<file path="config.mk">
export PLATFORM = sky130hd
export DESIGN_NAME = mem_transfer_sequencer
export DESIGN_NICKNAME = d
export VERILOG_FILES = /design/src/rtl/mem_xfer_pkg.sv /design/src/rtl/xfer_phase_counter.sv /design/src/rtl/mem_transfer_sequencer.sv
export SDC_FILE = /design/constraint.sdc
export NUM_CORES = 1
export LEC_CHECK = 0
export ABC_AREA = 1
export BUFFER_PORTS_ARGS = -buffer_cell sky130_fd_sc_hd__buf_2
export CAP_MARGIN = 0
export CORE_AREA = 2 2 39 41
export CTS_BUF_LIST = sky130_fd_sc_hd__clkbuf_4
export CTS_CLUSTER_DIAMETER = 30
export DETAILED_ROUTE_END_ITERATION = 10
export DIE_AREA = 0 0 41 43
export GPL_TIMING_DRIVEN = 0
export PLACE_DENSITY = 0.56
export SYNTH_ARGS = -nofsm -noshare
export SYNTH_HDL_FRONTEND = slang
export SYNTH_SLANG_ARGS = --single-unit
</file>
<file path="constraint.sdc">
create_clock -name Clk -period 3.3 [get_ports Clk]
set_input_delay 0.495 -clock Clk [delete_from_list [all_inputs] [get_ports Clk]]
set_output_delay 0.495 -clock Clk [all_outputs]
set_load 0.005 [all_outputs]
</file>
<file path="src/rtl/mem_xfer_pkg.sv">
// Shared definitions for the two-memory transfer sequencer:
// state encoding, default memory-A address width and the derived
// memory-B address width.
package mem_xfer_pkg;

    // Sequencer states, binary encoded.
    typedef enum logic [1:0] {
        S_IDLE = 2'd0,
        S_LOAD = 2'd1,
        S_XFER = 2'd2,
        S_DONE = 2'd3
    } xfer_state_t;

    // Default address width of memory A (8 words).
    localparam int A_AW_DEFAULT = 3;

    // Memory B holds one result per pair of A words, so it needs one address bit fewer.
    function automatic int b_aw_of(input int a_aw);
        return a_aw - 1;
    endfunction

endpackage

</file>
<file path="src/rtl/xfer_phase_counter.sv">
// Shadow phase counter: W-bit up-counter with synchronous clear and
// enable, wrapping modulo 2^W, plus a flag for the all-ones count.
// reset_n is synchronous and active-low.
module xfer_phase_counter #(
    parameter int W = 3
) (
    input  logic         clk,
    input  logic         reset_n,
    input  logic         clear,
    input  logic         enable,
    output logic [W-1:0] count,
    output logic         terminal
);

    logic [W-1:0] count_reg;

    // Count register: reset and clear both return to zero; clear wins over enable.
    always_ff @(posedge clk) begin
        if (!reset_n) begin
            count_reg <= '0;
        end else if (clear) begin
            count_reg <= '0;
        end else if (enable) begin
            count_reg <= count_reg + W'(1);
        end
    end

    assign count    = count_reg;
    assign terminal = (count_reg == {W{1'b1}});

endmodule

</file>
<file path="src/rtl/mem_transfer_sequencer.sv">
// Controller for the two-memory transfer datapath. A load phase fills
// memory A from a valid/ready producer; a transfer phase then writes one
// combined result into memory B for every pair A[2k], A[2k+1].
// Optional feature macro: MEMXFER_ABORT_EN adds Abort/Aborted, letting
// the host cancel a run during LOAD or XFER.
module mem_transfer_sequencer
    import mem_xfer_pkg::*;
#(
    parameter int A_AW = A_AW_DEFAULT,
    parameter int B_AW = b_aw_of(A_AW)
) (
    input  logic Clk,
    input  logic Reset,
    input  logic Start,
    input  logic LoadValid,
`ifdef MEMXFER_ABORT_EN
    input  logic Abort,
    output logic Aborted,
`endif
    output logic LoadReady,
    output logic WEA,
    output logic IncA,
    output logic LdA,
    output logic WEB,
    output logic IncB,
    output logic LdB,
    output logic Busy,
    output logic Done
);

    // Reject parameter combinations the datapath cannot support.
    generate
        if (A_AW < 2) begin : g_bad_a_aw
            $error("mem_transfer_sequencer: A_AW must be at least 2");
        end
        if (B_AW != A_AW - 1) begin : g_bad_b_aw
            $error("mem_transfer_sequencer: B_AW must equal A_AW-1");
        end
    endgenerate

    xfer_state_t state_reg;
    xfer_state_t state_next;

    logic            sa_clear;
    logic            sa_enable;
    logic            sa_last;
    logic [A_AW-1:0] sa_count;
    logic            sb_clear;
    logic            sb_enable;
    logic            sb_last;
    logic [B_AW-1:0] sb_count;
    logic            abort_hit;

`ifdef MEMXFER_ABORT_EN
    logic aborted_reg;
    logic abort_take;

    // An abort only matters while a run is actually moving data.
    assign abort_hit  = Abort;
    assign abort_take = Abort && ((state_reg == S_LOAD) || (state_reg == S_XFER));

    // Aborted is a one-cycle registered pulse, visible in the IDLE cycle after the abort.
    always_ff @(posedge Clk) begin
        if (!Reset) begin
            aborted_reg <= 1'b0;
        end else begin
            aborted_reg <= abort_take;
        end
    end

    assign Aborted = aborted_reg;
`else
    assign abort_hit = 1'b0;
`endif

    // Shadow copy of address counter A: tracks words loaded, then words read.
    xfer_phase_counter #(
        .W(A_AW)
    ) u_sa (
        .clk      (Clk),
        .reset_n  (Reset),
        .clear    (sa_clear),
        .enable   (sa_enable),
        .count    (sa_count),
        .terminal (sa_last)
    );

    // Shadow copy of address counter B: tracks results written.
    xfer_phase_counter #(
        .W(B_AW)
    ) u_sb (
        .clk      (Clk),
        .reset_n  (Reset),
        .clear    (sb_clear),
        .enable   (sb_enable),
        .count    (sb_count),
        .terminal (sb_last)
    );

    // State register; reset always returns to IDLE, even mid-run.
    always_ff @(posedge Clk) begin
        if (!Reset) begin
            state_reg <= S_IDLE;
        end else begin
            state_reg <= state_next;
        end
    end

    // Next-state and control decode.
    always_comb begin
        state_next = state_reg;
        LoadReady  = 1'b0;
        WEA        = 1'b0;
        IncA       = 1'b0;
        LdA        = 1'b0;
        WEB        = 1'b0;
        IncB       = 1'b0;
        LdB        = 1'b0;
        Busy       = 1'b1;
        Done       = 1'b0;
        sa_clear   = 1'b0;
        sa_enable  = 1'b0;
        sb_clear   = 1'b0;
        sb_enable  = 1'b0;

        unique case (state_reg)
            S_IDLE: begin
                Busy = 1'b0;
                if (Start) begin
                    // Point both memories at word 0 and restart the shadow counts.
                    LdA        = 1'b1;
                    LdB        = 1'b1;
                    sa_clear   = 1'b1;
                    sb_clear   = 1'b1;
                    state_next = S_LOAD;
                end
            end

            S_LOAD: begin
                LoadReady = 1'b1;
                if (abort_hit) begin
                    state_next = S_IDLE;
                end else if (LoadValid) begin
                    WEA       = 1'b1;
                    IncA      = 1'b1;
                    sa_enable = 1'b1;
                    // Last word written: counter A wraps to 0, ready for the read pass.
                    if (sa_last) begin
                        state_next = S_XFER;
                    end
                end
            end

            S_XFER: begin
                if (abort_hit) begin
                    state_next = S_IDLE;
                end else begin
                    IncA      = 1'b1;
                    sa_enable = 1'b1;
                    // On odd addresses the delay register holds A[2k] and A[2k+1] is on the read port.
                    if (sa_count[0]) begin
                        WEB       = 1'b1;
                        IncB      = 1'b1;
                        sb_enable = 1'b1;
                    end
                    if (sa_last) begin
                        state_next = S_DONE;
                    end
                end
            end

            S_DONE: begin
                Done       = 1'b1;
                state_next = S_IDLE;
            end

            default: begin
                state_next = S_IDLE;
            end
        endcase
    end

    // During XFER the results written so far equal half the words read so far.
    a_sb_tracks_sa: assert property (@(posedge Clk) disable iff (!Reset)
        (state_reg == S_XFER) |-> (sb_count == sa_count[A_AW-1:1]));

    // The final read cycle is also the final write into memory B.
    a_final_write: assert property (@(posedge Clk) disable iff (!Reset)
        ((state_reg == S_XFER) && sa_last && !abort_hit) |-> sb_last);

endmodule
</file>
* Word-level counts from Yosys, hierarchy flattened
Index checks and enable logic that the tools add are counted.
** Word-level totals
- Register bits after elaboration :: 5
- Input port bits :: 4
- Output and inout bits :: 9
- Word-level logic and storage cells :: 30
** Cells by class
- Add/sub/neg operators :: 1
- Equality and inequality tests :: 8
- Mux-type cells :: 15
- Bitwise logic cells :: 1
- Reduce and logical (&&, ||, !) cells :: 3
** Operators by type and width (number)
- $mux 1 :: 9
- $mux 2 :: 4
- $ne 2x2->1 const B :: 4
- $pmux 2 s4 :: 1
- $eq 2x2->1 const B :: 2
- $reduce_and 4->1 :: 1
- $add 3x1->3 const B :: 1
- $eq 3x3->1 const B :: 1
- $eq 2x1->1 const B :: 1
- $logic_not 2->1 :: 1
- $pmux 1 s2 :: 1
- $reduce_or 2->1 :: 1
- $not 1->1 :: 1

* Depth between registers and ports, before layout
- Depth in word-level cells :: 4
- Gate-level depth with buffers :: 8
- Depth with buffers taken out :: 8

* By module
Synthesis repeated with hierarchy kept, for this count alone.
** Unflattened totals
- Cells, all modules :: 61
- Area, all modules :: 407.9 um^2
** Modules (own cells, without submodules)
- mem_transfer_sequencer :: instances 1, cells each 42, area an instance 265.3 um^2, sequential area each 40.0 um^2
- xfer_phase_counter :: instances 1, cells each 19, area an instance 142.6 um^2, sequential area each 60.1 um^2

* Worst setup path before layout
OpenSTA, ideal clock, no wires.
- Kind :: reg-to-output
- Start :: register state_reg[0]
- End :: output WEB
- Arrival :: 932 ps
- Required time :: 2805 ps
- Slack :: 1873 ps
- Stages on the path, launching flop included :: 6
- Buffers on the path :: 1
- Path through :: dfxtp_1 -> inv_1 -> ha_1 -> nand2_1 -> inv_1 -> buf_4
** On the way
- Cells in the longest elaborated chain, start to end :: 2
** Ends and longest elaborated chain
- start, declared :: line mem_transfer_sequencer.sv:41 : xfer_state_t state_reg;
- start signal, assigned :: line mem_transfer_sequencer.sv:105 : state_reg <= state_next;
- $eq 2x2->1
- $mux 1
- end, declared :: line mem_transfer_sequencer.sv:24 : output logic WEB,
No other way between the ends.

* Final worst setup path
- Start :: register state_reg[0]
- End :: output IncA
** On the way
- Cells in the longest elaborated chain, start to end :: 2
- Elaborated cells on any way between the ends :: 3
- Those cells by class :: eq/ne: 2; mux: 1
** Ends and longest elaborated chain
- $eq 2x2->1 or $eq 2x1->1 (tied branches) :: line mem_transfer_sequencer.sv:126 : unique case (state_reg)
- $pmux 1 s2 (*) :: line mem_transfer_sequencer.sv:126
- end, declared :: line mem_transfer_sequencer.sv:22 : output logic IncA,
Mark *: on every way between the ends. The rest lies on a longest branch, timed or not.

==> out/summary.txt <==
status: complete, no violations
H-tree levels: 1
CTS max path bufs: 2
switching share of power: 0.431
Port Buffer Count: 12
routed via count: 359
clk_skew: 0.00285 ns
Area growth, synth to finish: 26.5%
clock slew at reported path FFs: 0.05 ns
global route overflow: 0
post-CTS sizing: 0
top post-synthesis cells by area: dfxtp_1, ha_1, nor2_1
synthesized area per cell: 6.87 um^2
# fillers: 151
core footprint: 1380 um^2
post-synthesis sequential area ratio: 0.247
count leader, synth: nor2_1
leading area contributor after synthesis: dfxtp_1
Clock Power Share: 0.185
dpl cells: 87
Hold Path Class: register to register
Worst-Skew Late Latency: 0.24 ns
Iter 0 DRT Violations: 0
WP data required: 2.80 ns
Gate Count Post-Synth: 59
CTS Root Cell: clkbuf_4
critical path class: register to output port
synth cell count leaders: nor2_1, inv_1, nand2_1
Hold Violations, Final: 0
site row count: 14
io pins: 13
Initial DRT Pass Iterations: 1
total power: 0.372 mW
top cell type's share of synthesized area: 0.247
Worst R2R Path Depth: 8
Warnings, synthesis: 0
# Max-Cap Violations: 0
layout cells sized above 1: 0.320
Via density: 3.95
cell area after synthesis: 405 um^2
measured slew at the worst slew-check pin: 0.195 ns
Final ANT Viol Nets: 0
worst path cell trace: inv_1, ha_1, inv_2, nand2_2, nand2_4, clkinv_4, buf_2
die area: 1760 um^2
Synth async-reset ratio: 0
Yosys reg bits: 5
CP endpoint kind: output port
CTS tree: done
Max rail drop VDD: 182 uV
syn_nets: 70
CP peak stage delay: 0.40 ns
pwr/cell area: 725 nW/um^2
leakage power: 0.327 nW
Slew headroom: 0.870
GRT Total Usage: 0.0983
Setup violations, final: 0
initial antenna violation count: 0
vias in the first global route: 317
Crit Path Max Fanout: 5
hold path depth: 2
die height: 43 um
Tcrit/Tclk final: 0.572
P_sw: 0.160 mW
Worst Setup Start Kind: register
Worst Path Buf+Inv: 4
post-DP HPWL: 607 um
Initial Util: 0.293
Levels on crit path: 7
# diodes: 0
EDFF count, synth: 0
unrepaired setup endpoints after global routing: no
CTS Hold Bufs: 0
power share of the sequential group: 0.259
Netlist cell types: 14
DRT Wirelength: 695 um
critical path's top delay family: flip-flops
clock sinks: 5
worst-path cell with the longest stage delay: dfxtp_1
combinational fraction of design power: 0.556
Slew Limit Fails: 0
Final Non-Filler Cells: 91
crit path DAT: 1.39 ns
CTS buffer count: 3
Int Power: 0.211 mW
Top FF cell, synth: dfxtp_1
Post-CTS Setup Repair Bufs: 0
largest net degree at the start of global routing: 6
min Tclk post-route: 1.89 ns
# DRC: 0
Fmax: 529 MHz
Die Wd: 41 um
Final nets: 87
max reg flops: 3
RD Place Congestion: 0.623
post-DR wirelength/cell: 7.64 um
first-pass GRT wire length: 1.18 mm
Setup TNS Final: 0 ns
[power by group through the flow]
stage	clock network (mW)	logic [mW]	registers, mW
finish	0.0687	0.207	0.0964
global route	0.0803	0.248	0.100
CTS	0.0718	0.212	0.0959
detailed placement	0	0.211	0.0971
global placement	0	0.207	0.0959
floorplan	0	0.159	0.0932
[final timing paths]
| kind | start | end | slack, ns |
|---|---|---|---|
| min reg2reg | u_sa.count[2]$_SDFFE_PP0P_ | u_sa.count[2]$_SDFFE_PP0P_ | 0.50 |
| max | state_reg[0]$_SDFFE_PN0P_ | IncA | 1.41 |
| max reg2reg | state_reg[0]$_SDFFE_PN0P_ | u_sa.count[1]$_SDFFE_PP0P_ | 2.02 |
| min | u_sa.count[2]$_SDFFE_PP0P_ | u_sa.count[2]$_SDFFE_PP0P_ | 0.50 |
[kinds of logic after synthesis]
kind of cell,count (synthesis),synth area share
adders and majority gates,7,0.216
DFF,5,0.247
and+or+nand+nor,27,0.287
AOI/OAI and AO/OA,4,0.0710
buffers and inverters,16,0.179
[layer usage]
metal / vias up / global-route usage / part of all wire / wire [um]
met4: 0 / 0.0600 / 0 / 0
met3: 0 / 0.0314 / 0.042 / 29
li1: 203 / - / - / -
met1: 148 / 0.0929 / 0.44 / 306
met5: - / 0 / 0 / 0
met2: 8 / 0.169 / 0.52 / 358
[cell usage in the layout, fill, tap and decap left out]
cell      netlist  routed
nor2_1         13      13
inv_1          12      12
buf_2           0      12
nand2_1         9       9
ha_1            7       7
dfxtp_1         5       5
clkbuf_4        0       3
nand2_2         2       2
nand3_1         2       2
o21ai_0         2       2
buf_4           2       2
inv_2           1       1
nand2_4         1       1
clkinv_4        1       1
o21bai_1        1       1
a21boi_2        1       1
clkinv_2        0       1
[worst reg2reg max path, cell delays in order, from the launching register on]
cell and delay (ns):
dfxtp_1 0.40, inv_1 0.09, ha_1 0.27, inv_2 0.07, nand2_2 0.06, nand2_4 0.08, clkinv_4 0.06, nor2_1 0.08
nor2_1 0.05
[final cells by class]
cell class	instances	area, um^2	area share
inverter	14	57.6	0.112
timing repair buffer	12	60.1	0.117
multi-input combinational	38	233	0.454
clock buffer	3	22.5	0.0439
sequential	5	100	0.195
tap	16	20.0	0.0390
buffer	2	15.0	0.0293
clock inverter	1	5.00	0.00976
[through the flow]
step	hold slack (ns)	utilization	setup slack [ns]	cell area (um^2)
3_3_place_gp	0.469	0.351	1.68	485
5_1_grt	0.489	0.371	1.27	513
3_5_place_dp	0.487	0.351	1.67	485
2_1_floorplan	0.456	-	1.87	405
6_report	0.497	0.371	1.41	513
4_1_cts	0.497	0.371	1.40	513
Power figures use the tool's default switching activity.
